## config.mk

```make
export PLATFORM = sky130hd
export DESIGN_NAME = priority_irq_controller
export DESIGN_NICKNAME = d
export VERILOG_FILES = /design/src/rtl/priority_irq_controller.sv
export SDC_FILE = /design/constraint.sdc
export NUM_CORES = 1
export LEC_CHECK = 0
export ABC_AREA = 0
export CAP_MARGIN = 20
export CORE_MARGIN = 8
export CORE_UTILIZATION = 49
export DETAILED_ROUTE_END_ITERATION = 16
export GPL_TIMING_DRIVEN = 0
export PLACE_DENSITY = 0.82
export SETUP_SLACK_MARGIN = 0.05
export SLEW_MARGIN = 20
export SYNTH_ARGS = -nofsm -noshare
export SYNTH_HDL_FRONTEND = slang
export SYNTH_SLANG_ARGS = --single-unit
```

## constraint.sdc

```tcl
create_clock -name clk -period 2.25 [get_ports clk]
set_input_delay 0.225 -clock clk [delete_from_list [all_inputs] [get_ports clk]]
set_output_delay 0.225 -clock clk [all_outputs]
set_load 0.02 [all_outputs]
```

## src/rtl/priority_irq_controller.sv

```systemverilog
// priority_irq_controller: 8-line pending register, highest-index-first selection, valid/ack handshake.
// Define IRQ_MASK_EN to add a per-line selection mask input (mask, 1 = line eligible).
module priority_irq_controller #(
    parameter int EDGE_MODE = 1
) (
    input  logic       clk,
    input  logic       rst_n,
    input  logic [7:0] req,
`ifdef IRQ_MASK_EN
    input  logic [7:0] mask,
`endif
    input  logic       irq_ack,
    input  logic       clr_overrun,
    output logic       irq_valid,
    output logic [2:0] irq_id,
    output logic [7:0] pending,
    output logic [7:0] overrun
);
    typedef enum logic {IDLE, PRESENT} state_t;
    state_t     state_q, state_d;
    logic [7:0] req_q;
    logic [7:0] pending_q, pending_d;
    logic [7:0] overrun_q, overrun_d;
    logic [2:0] irq_id_q, irq_id_d;
    logic [7:0] rise, clr, eligible;
    logic [2:0] top_id;
`ifdef IRQ_MASK_EN
    assign eligible = pending_q & mask;
`else
    assign eligible = pending_q;
`endif
    always_ff @(posedge clk) begin
        if (!rst_n) begin
            state_q   <= IDLE;
            req_q     <= 8'hFF;
            pending_q <= 8'h00;
            overrun_q <= 8'h00;
            irq_id_q  <= 3'd0;
        end else begin
            state_q   <= state_d;
            req_q     <= req;
            pending_q <= pending_d;
            overrun_q <= overrun_d;
            irq_id_q  <= irq_id_d;
        end
    end
    always_comb begin
        top_id = 3'd0;
        for (int i = 0; i < 8; i++)
            if (eligible[i]) top_id = 3'(i);
    end
    // A new request on a bit being cleared by ack keeps it pending (set wins).
    always_comb begin
        rise      = (EDGE_MODE != 0) ? (req & ~req_q) : req;
        clr       = (state_q == PRESENT && irq_ack) ? (8'b1 << irq_id_q) : 8'h00;
        pending_d = (pending_q & ~clr) | rise;
        overrun_d = (clr_overrun ? 8'h00 : overrun_q) | (rise & pending_q & ~clr);
    end
    always_comb begin
        state_d  = (state_q == IDLE) ? ((|eligible) ? PRESENT : IDLE) : (irq_ack ? IDLE : PRESENT);
        irq_id_d = (state_q == IDLE && |eligible) ? top_id : irq_id_q;
    end
    always_comb begin
        irq_valid = (state_q == PRESENT);
        irq_id    = irq_id_q;
        pending   = pending_q;
        overrun   = overrun_q;
    end
endmodule

```

; ---- Word level (Yosys, flattened, before mapping)
; Index checks and enable logic that the tools add are counted.
[classes]
shift = 1
mux = 12
n_bitwise = 9
n_reduce_logical = 3
[op_table]
columns = op, count
row1 = $and A8 B8 Y8, 4
row2 = $mux W3, 6
row3 = $mux W8, 2
row4 = $not A8 Y8, 2
row5 = $or A8 B8 Y8, 2
row6 = $reduce_or A8 Y1, 1
row7 = $shl A1 B3 Y8 const A, 1
row8 = $mux W1, 4
row9 = $logic_and A1 B1 Y1, 2
row10 = $not A1 Y1, 1
[word_totals]
reg_bits = 28
wordCells = 30

; ---- Depth between registers and ports, before layout
; Gate-level depths: netlist (run 1).
[depth]
word_depth = 7
depth_mapped = 4
mapped_depth_nobuf = 4

; ---- Worst setup path after synthesis (run 1)
; No wires, ideal clock.
[synth_path]
path_type = reg2reg
startpoint = register state_q, in the netlist irq_valid
endpoint = register overrun_q[0], in the netlist overrun[0]
setup_time_ns = 0.115
t_arrival_ns = 1.137
path_slack_ns = 0.998
stages_incl_launch_ff = 5
synth_period_minus_slack_ns = 1.252
cell_sequence = dfxtp_1 > nand3b_2 > o31ai_2 > o22ai_1 > and2_1
[synth_via]
elab_chain_cells = 5
[synth_rtl]
columns = item, line_no
row1 = "start, declared", 20  ; state_t state_q, state_d;
row2 = "start signal, assigned", 40  ; state_q <= state_d;
row3 = $logic_and A1 B1 Y1, 55  ; clr = (state_q == PRESENT && irq_ack) ? (8'b1 << irq_id_q) : 8'h00;
row4 = $mux W8, 55
row5 = $not A8 Y8, 57  ; overrun_d = (clr_overrun ? 8'h00 : overrun_q) | (rise & pending_q & ~clr);
row6 = $and A8 B8 Y8, 57
row7 = $or A8 B8 Y8, 57
row8 = "end signal, assigned", 43  ; overrun_q <= overrun_d;
row9 = "end, declared", 23  ; logic [7:0] overrun_q, overrun_d;
; No other way between the ends.
; A chain may end at the register's enable or synchronous reset.

; ---- Final worst setup path (run 1)
[layout_path]
startpoint = register state_q, in the netlist irq_valid
endpoint = output irq_valid
[layout_rtl]
columns = item, line_no
row1 = "end, declared", 14  ; output logic irq_valid,
; No word-level cell between the ends.

==> results of run 1 <==
## state kept, by name (all words and copies together) (netlist names)
register	cells
irq_id	3
irq_valid	1
overrun	8
pending	8
req_q	8
## cells by family after synthesis
logic type,after synthesis,share of synthesized area
flops,28,0.509
simple gates,38,0.236
buf+inv,14,0.0477
compound gates,34,0.208
## metrics by stage
| step | utilization | power [mW] | worst slack (ns) | instance area [um^2] |
|---|---|---|---|---|
| 2_1_floorplan | - | 0.657 | 0.998 | 1100 |
| 3_3_place_gp | 0.658 | 0.730 | 0.716 | 1430 |
| 3_5_place_dp | 0.658 | 0.735 | 0.683 | 1430 |
| 4_1_cts | 0.682 | 1.06 | 0.511 | 1480 |
| 5_1_grt | 0.682 | 1.11 | 0.430 | 1480 |
| 6_report | 0.682 | 1.07 | 0.505 | 1480 |
## power breakdown
part	internal, mW	switching [mW]	total, mW
sequential	0.523	0.0345	0.558
combinational	0.0866	0.0807	0.167
clock	0.180	0.160	0.340
## layer usage
| layer | vias to the layer above | part of all wire |
|---|---|---|
| li1 | 456 | - |
| met1 | 420 | 0.43 |
| met2 | 26 | 0.50 |
| met3 | 7 | 0.053 |
| met4 | 0 | 0.017 |
| met5 | - | 0 |
## cell type report
| cell class | count | area share |
|---|---|---|
| flip-flops and latches | 28 | 0.379 |
| well taps | 28 | 0.0237 |
| multi-input cells | 72 | 0.331 |
| clock inverters | 1 | 0.0203 |
| plain buffers | 4 | 0.0101 |
| inverters | 10 | 0.0254 |
| clock buffers | 3 | 0.0152 |
| repair buffers | 29 | 0.196 |
## worst paths after layout
| path | slack [ns] | startpoint | depth (start not counted) | end |
|---|---|---|---|---|
| max | 0.50 | irq_valid$_SDFF_PN0_ | 1 | irq_valid |
| min | 0.27 | rst_n | 2 | req_q[3]$_SDFF_PN1_ |
| max reg2reg | 0.92 | irq_valid$_SDFF_PN0_ | 4 | overrun[7]$_SDFF_PN0_ |
| min reg2reg | 0.54 | req_q[3]$_SDFF_PN1_ | 2 | pending[3]$_SDFF_PN0_ |
## cells in the final DEF (no fill, tap or decap), drive strengths merged
cell type      count
nand2              4
o211a              1
nand2b            18
dfxtp             28
o311a              1
nor3               1
nand3b             1
o21ai             10
clkbuf             7
a21boi             8
a21oi              3
o311ai             1
clkdlybuf4s50     29
and2               9
bufinv             1
nor4               2
inv               10
o22ai              8
o31ai              2
nand3              1
nor2               2
==> impl_metrics.tcl, run 1 <==
set metrics [dict create \
    required_ns 2.03 \
    drtIter0Drc 24 \
    crit_path_end_kind "primary output" \
    ys_warn_count 0 \
    ctsResizeCount 0 \
    start_util 0.508 \
    die_w_um 63.4 \
    grt_busiest_layer "met2" \
    synthFlopType "dfxtp_1" \
    hold_viol_final 0 \
    cts_tree "built" \
    num_io_pins 32 \
    die_h_um 63.4 \
    synthTopCellsByCount "28 x dfxtp_1, 18 x nand2b_1, 10 x inv_1, 9 x and2_1" \
    crit_arrival_ns 1.52 \
    status "finished, final reports clean" \
    cp_slowest_cell "clkdlybuf4s50_1" \
    slowest_delay_ns 0.66 \
    synth_area_leaders "dfxtp_1 51%, nand2b_1 10%, a21boi_0 5.4%" \
    cp_cell_sequence "clkdlybuf4s50_1" \
    vdd_ir_drop_max_v 0.000431 \
    io_buffers 29 \
    power_density_nw_per_um2 720 \
    multi_input_area_um2 489 \
    layout_min_cycle_time_ns 1.75 \
    postRouteWirelength_um 2580 \
    drt-pass1-iter-count 4 \
    syn_area_um2 1100 \
    criticalPathCategory "flip-flop to primary output" \
    netlist_instances 114 \
    final_cells 175 \
    ys_types 20 \
    crit_family "buffers and inverters" \
    postCtsSetupRepairBufs 0 \
    globalRouteMet2Util 0.234 \
    via_count 909 \
    final.setup.tns_ns 0 \
    drv_slew 0 \
    rsz0062_at_grt "false" \
    async_reset_ff_frac 0 \
    synth_most_common_cell "dfxtp_1" \
    hold_path_class "input port to flip-flop" \
    synth_top_area_frac 0.509 \
    cts.reportedPaths.clkPinSlew_ns 0.16 \
    synthesis.nets 126 \
    core-area_um2 2170 \
    fp.dieArea_um2 4020 \
    worst_slew_pin_slew_ns 0.504 \
    yosys.area.top_type "dfxtp_1" \
    numPlacedInstances 171 \
    place.gp.congestion 0.757 \
    cts_max_path_buffers 2 \
    fmax_mhz 573 \
    wl_per_cell_um 14.7 \
    use_met1 0.143 \
    insertion_delay_ns 0.34 \
    path_max_fanout 8 \
    drc 0 \
    worst_hold_slack_ns 0.272 \
    dpl.hpwl_um 1900 \
    htree_num_levels 1 \
    seqCellArea_um2 561 \
    seq_area_frac_synth 0.509 \
    rows 17 \
    max-cap-violations 0 \
    p_leak_nw 0.518 \
    antenna_cells 0 \
    antenna_found_initial 0 \
    cp-start-kind "flip-flop" \
    ys_seq_elements 28 \
    syn_area_per_cell_um2 9.67 \
    setup_viol_count_final 0 \
    viasPerCell 5.19 \
    grt_pass1_wl_um 4370 \
    fin_crit_sh 0.776 \
    grt_max_degree 17 \
    ant_nets 0 \
    cts_root_buffer "clkbuf_4" \
    drive_above_1_share 0.0680 \
    grt_overflow_total 0 \
    fin_nets 160 \
    grtUsageMet3 0.0406 \
    grt_usage 0.131 \
    slew_headroom 0.664 \
    synth_edf_count 0 \
    n_fill_cell 196 \
    ctsHoldBuffers 0 \
    cp_num_buf_inv 1 \
    cts.sinks 28 \
    numCtsBuffers 3 \
    area_growth_pct 34.3 \
    grt_pass1_vias 923 \
    clock_skew_ns 0.0107 \
]
(Power assumes the default switching activity.)
==> run 2, diff against run 1 <==
--- a/config.mk
+++ b/config.mk
@@ -8,10 +8,10 @@
 export ABC_AREA = 0
 export CAP_MARGIN = 20
 export CORE_MARGIN = 8
-export CORE_UTILIZATION = 49
+export CORE_UTILIZATION = 41
 export DETAILED_ROUTE_END_ITERATION = 16
 export GPL_TIMING_DRIVEN = 0
-export PLACE_DENSITY = 0.82
+export PLACE_DENSITY = 0.73
 export SETUP_SLACK_MARGIN = 0.05
 export SLEW_MARGIN = 20
 export SYNTH_ARGS = -nofsm -noshare
==> constraint.sdc (replaced) <==
create_clock -name clk -period 1.5 [get_ports clk]
set_input_delay 0.15 -clock clk [delete_from_list [all_inputs] [get_ports clk]]
set_output_delay 0.15 -clock clk [all_outputs]
set_load 0.02 [all_outputs]
==> impl_metrics.tcl, run 2 (synthesis gave the netlist of run 1 again) <==
set metrics [dict create \
    status "finished, final reports clean" \
    final_cells 178 \
    mostFrequentLayoutCells "28 x dfxtp_1, 18 x nand2b_1, 18 x dlygate4sd2_1" \
    crit_path_end_kind "primary output" \
    drtIter0Drc 16 \
    required_ns 1.35 \
    numCtsBuffers 3 \
    grt_overflow_total 0 \
    core-area_um2 2660 \
    antenna_found_initial 0 \
    fp.dieArea_um2 4600 \
    num_io_pins 32 \
    rsz0062_at_grt "false" \
    drc 0 \
    final_common_cell "dfxtp_1" \
    cp_cell_sequence "dlygate4sd2_1" \
    setup_viol_count_final 0 \
    insertion_delay_ns 0.32 \
    fmax_mhz 730 \
    cts_max_path_buffers 2 \
    place.gp.congestion 0.762 \
    cts.reportedPaths.clkPinSlew_ns 0.15 \
    grt_pass1_vias 901 \
    cts.sinks 28 \
    criticalPathCategory "flip-flop to primary output" \
    grt_usage 0.120 \
    p_leak_nw 0.624 \
    power_density_nw_per_um2 989 \
    wl_per_cell_um 14.3 \
    die_w_um 67.9 \
    cp_slowest_cell "dfxtp_1" \
    dpl.hpwl_um 1910 \
    slew_headroom 0.664 \
    io_buffers 29 \
    numPlacedInstances 174 \
    postCtsSetupRepairBufs 0 \
    clock_skew_ns 0.00198 \
    vdd_ir_drop_max_v 0.000773 \
    cp-start-kind "flip-flop" \
    cp_num_buf_inv 1 \
    start_util 0.414 \
    rows 19 \
    hold_viol_final 0 \
    htree_num_levels 1 \
    drt-pass1-iter-count 4 \
    area_growth_pct 31.6 \
    layout_min_cycle_time_ns 1.37 \
    cts_tree "built" \
    crit_family "flip-flops" \
    hold_path_class "input port to flip-flop" \
    die_h_um 67.9 \
    via_count 907 \
    grt_max_degree 16 \
    grt_pass1_wl_um 4230 \
    viasPerCell 5.10 \
    antenna_cells 0 \
    crit_arrival_ns 1.22 \
    final.setup.tns_ns 0 \
    max-cap-violations 0 \
    fin_nets 160 \
    fin_crit_sh 0.913 \
    worst_slew_pin_slew_ns 0.504 \
    cts_root_buffer "clkbuf_4" \
    drive_above_1_share 0.0680 \
    n_fill_cell 262 \
    postRouteWirelength_um 2540 \
    drv_slew 0 \
    slowest_delay_ns 0.51 \
    path_max_fanout 7 \
    ant_nets 0 \
]
==> run 2: changes by cell type in the layout (fill, tap and decap cells not counted) <==
| cell | delta |
|---|---|
| bufinv_16 | -1 |
| clkbuf_8 | +1 |
| clkdlybuf4s50_1 | -20 |
| dlygate4sd2_1 | +18 |
| dlymetal6s2s_1 | +2 |
==> run 2: power breakdown <==
part	switching (mW)	total, mW	internal (mW)	leakage [nW]
registers	0.0526	0.837	0.785	0.230
logic	0.120	0.230	0.110	0.373
clock network	0.218	0.367	0.149	0.0210
total	0.390	1.43	1.04	0.624
==> run 2: stage by stage <==
step	hold slack [ns]	total power, mW	setup WS (ns)	utilization	instance area [um^2]
after floorplan	0.251	0.985	0.248	-	1100
after global placement	0.510	1.10	0.0268	0.538	1430
after detailed placement	0.518	1.11	-0.0236	0.538	1430
after CTS	0.213	1.44	0.0573	0.543	1450
after global routing	0.237	1.50	0.0506	0.545	1450
final	0.206	1.43	0.130	0.545	1450
==> run 2: what timing repair did <==
action / 4_1_cts / 5_1_grt
setup endpoints to repair: 18 / 2
hold endpoints to repair: 0 / 0
gates cloned: 0 / 0
gates resized for setup: 18 / 2
hold buffers: 0 / 0
==> run 2: final timing paths <==
check | startpoint | endpoint | slack, ns | cells past startpoint
max | irq_id[0]$_SDFFE_PN0P_ | irq_id[0] | 0.13 | 1
min | rst_n | req_q[3]$_SDFF_PN1_ | 0.21 | 2
max reg2reg | irq_valid$_SDFF_PN0_ | overrun[5]$_SDFF_PN0_ | 0.19 | 4
min reg2reg | req_q[4]$_SDFF_PN1_ | pending[4]$_SDFF_PN0_ | 0.53 | 2
==> run 2: cell type report <==
class                      instances  area [um^2]  share of cell area
clock buffer                       4         36.3              0.0250
multi-input combinational         72          489               0.337
tap                               31         38.8              0.0267
timing repair buffer              29          273               0.188
buffer                             4         15.0              0.0104
inverter                          10         37.5              0.0259
sequential                        28          561               0.387
==> run 2: metal layers <==
metal	GRT usage	wire, um	part of all wire	vias up
met5	0	0	0	-
met4	0.0460	29	0.011	0
met3	0.0344	174	0.069	4
met2	0.208	1250	0.49	28
met1	0.136	1080	0.43	414
li1	-	-	-	461
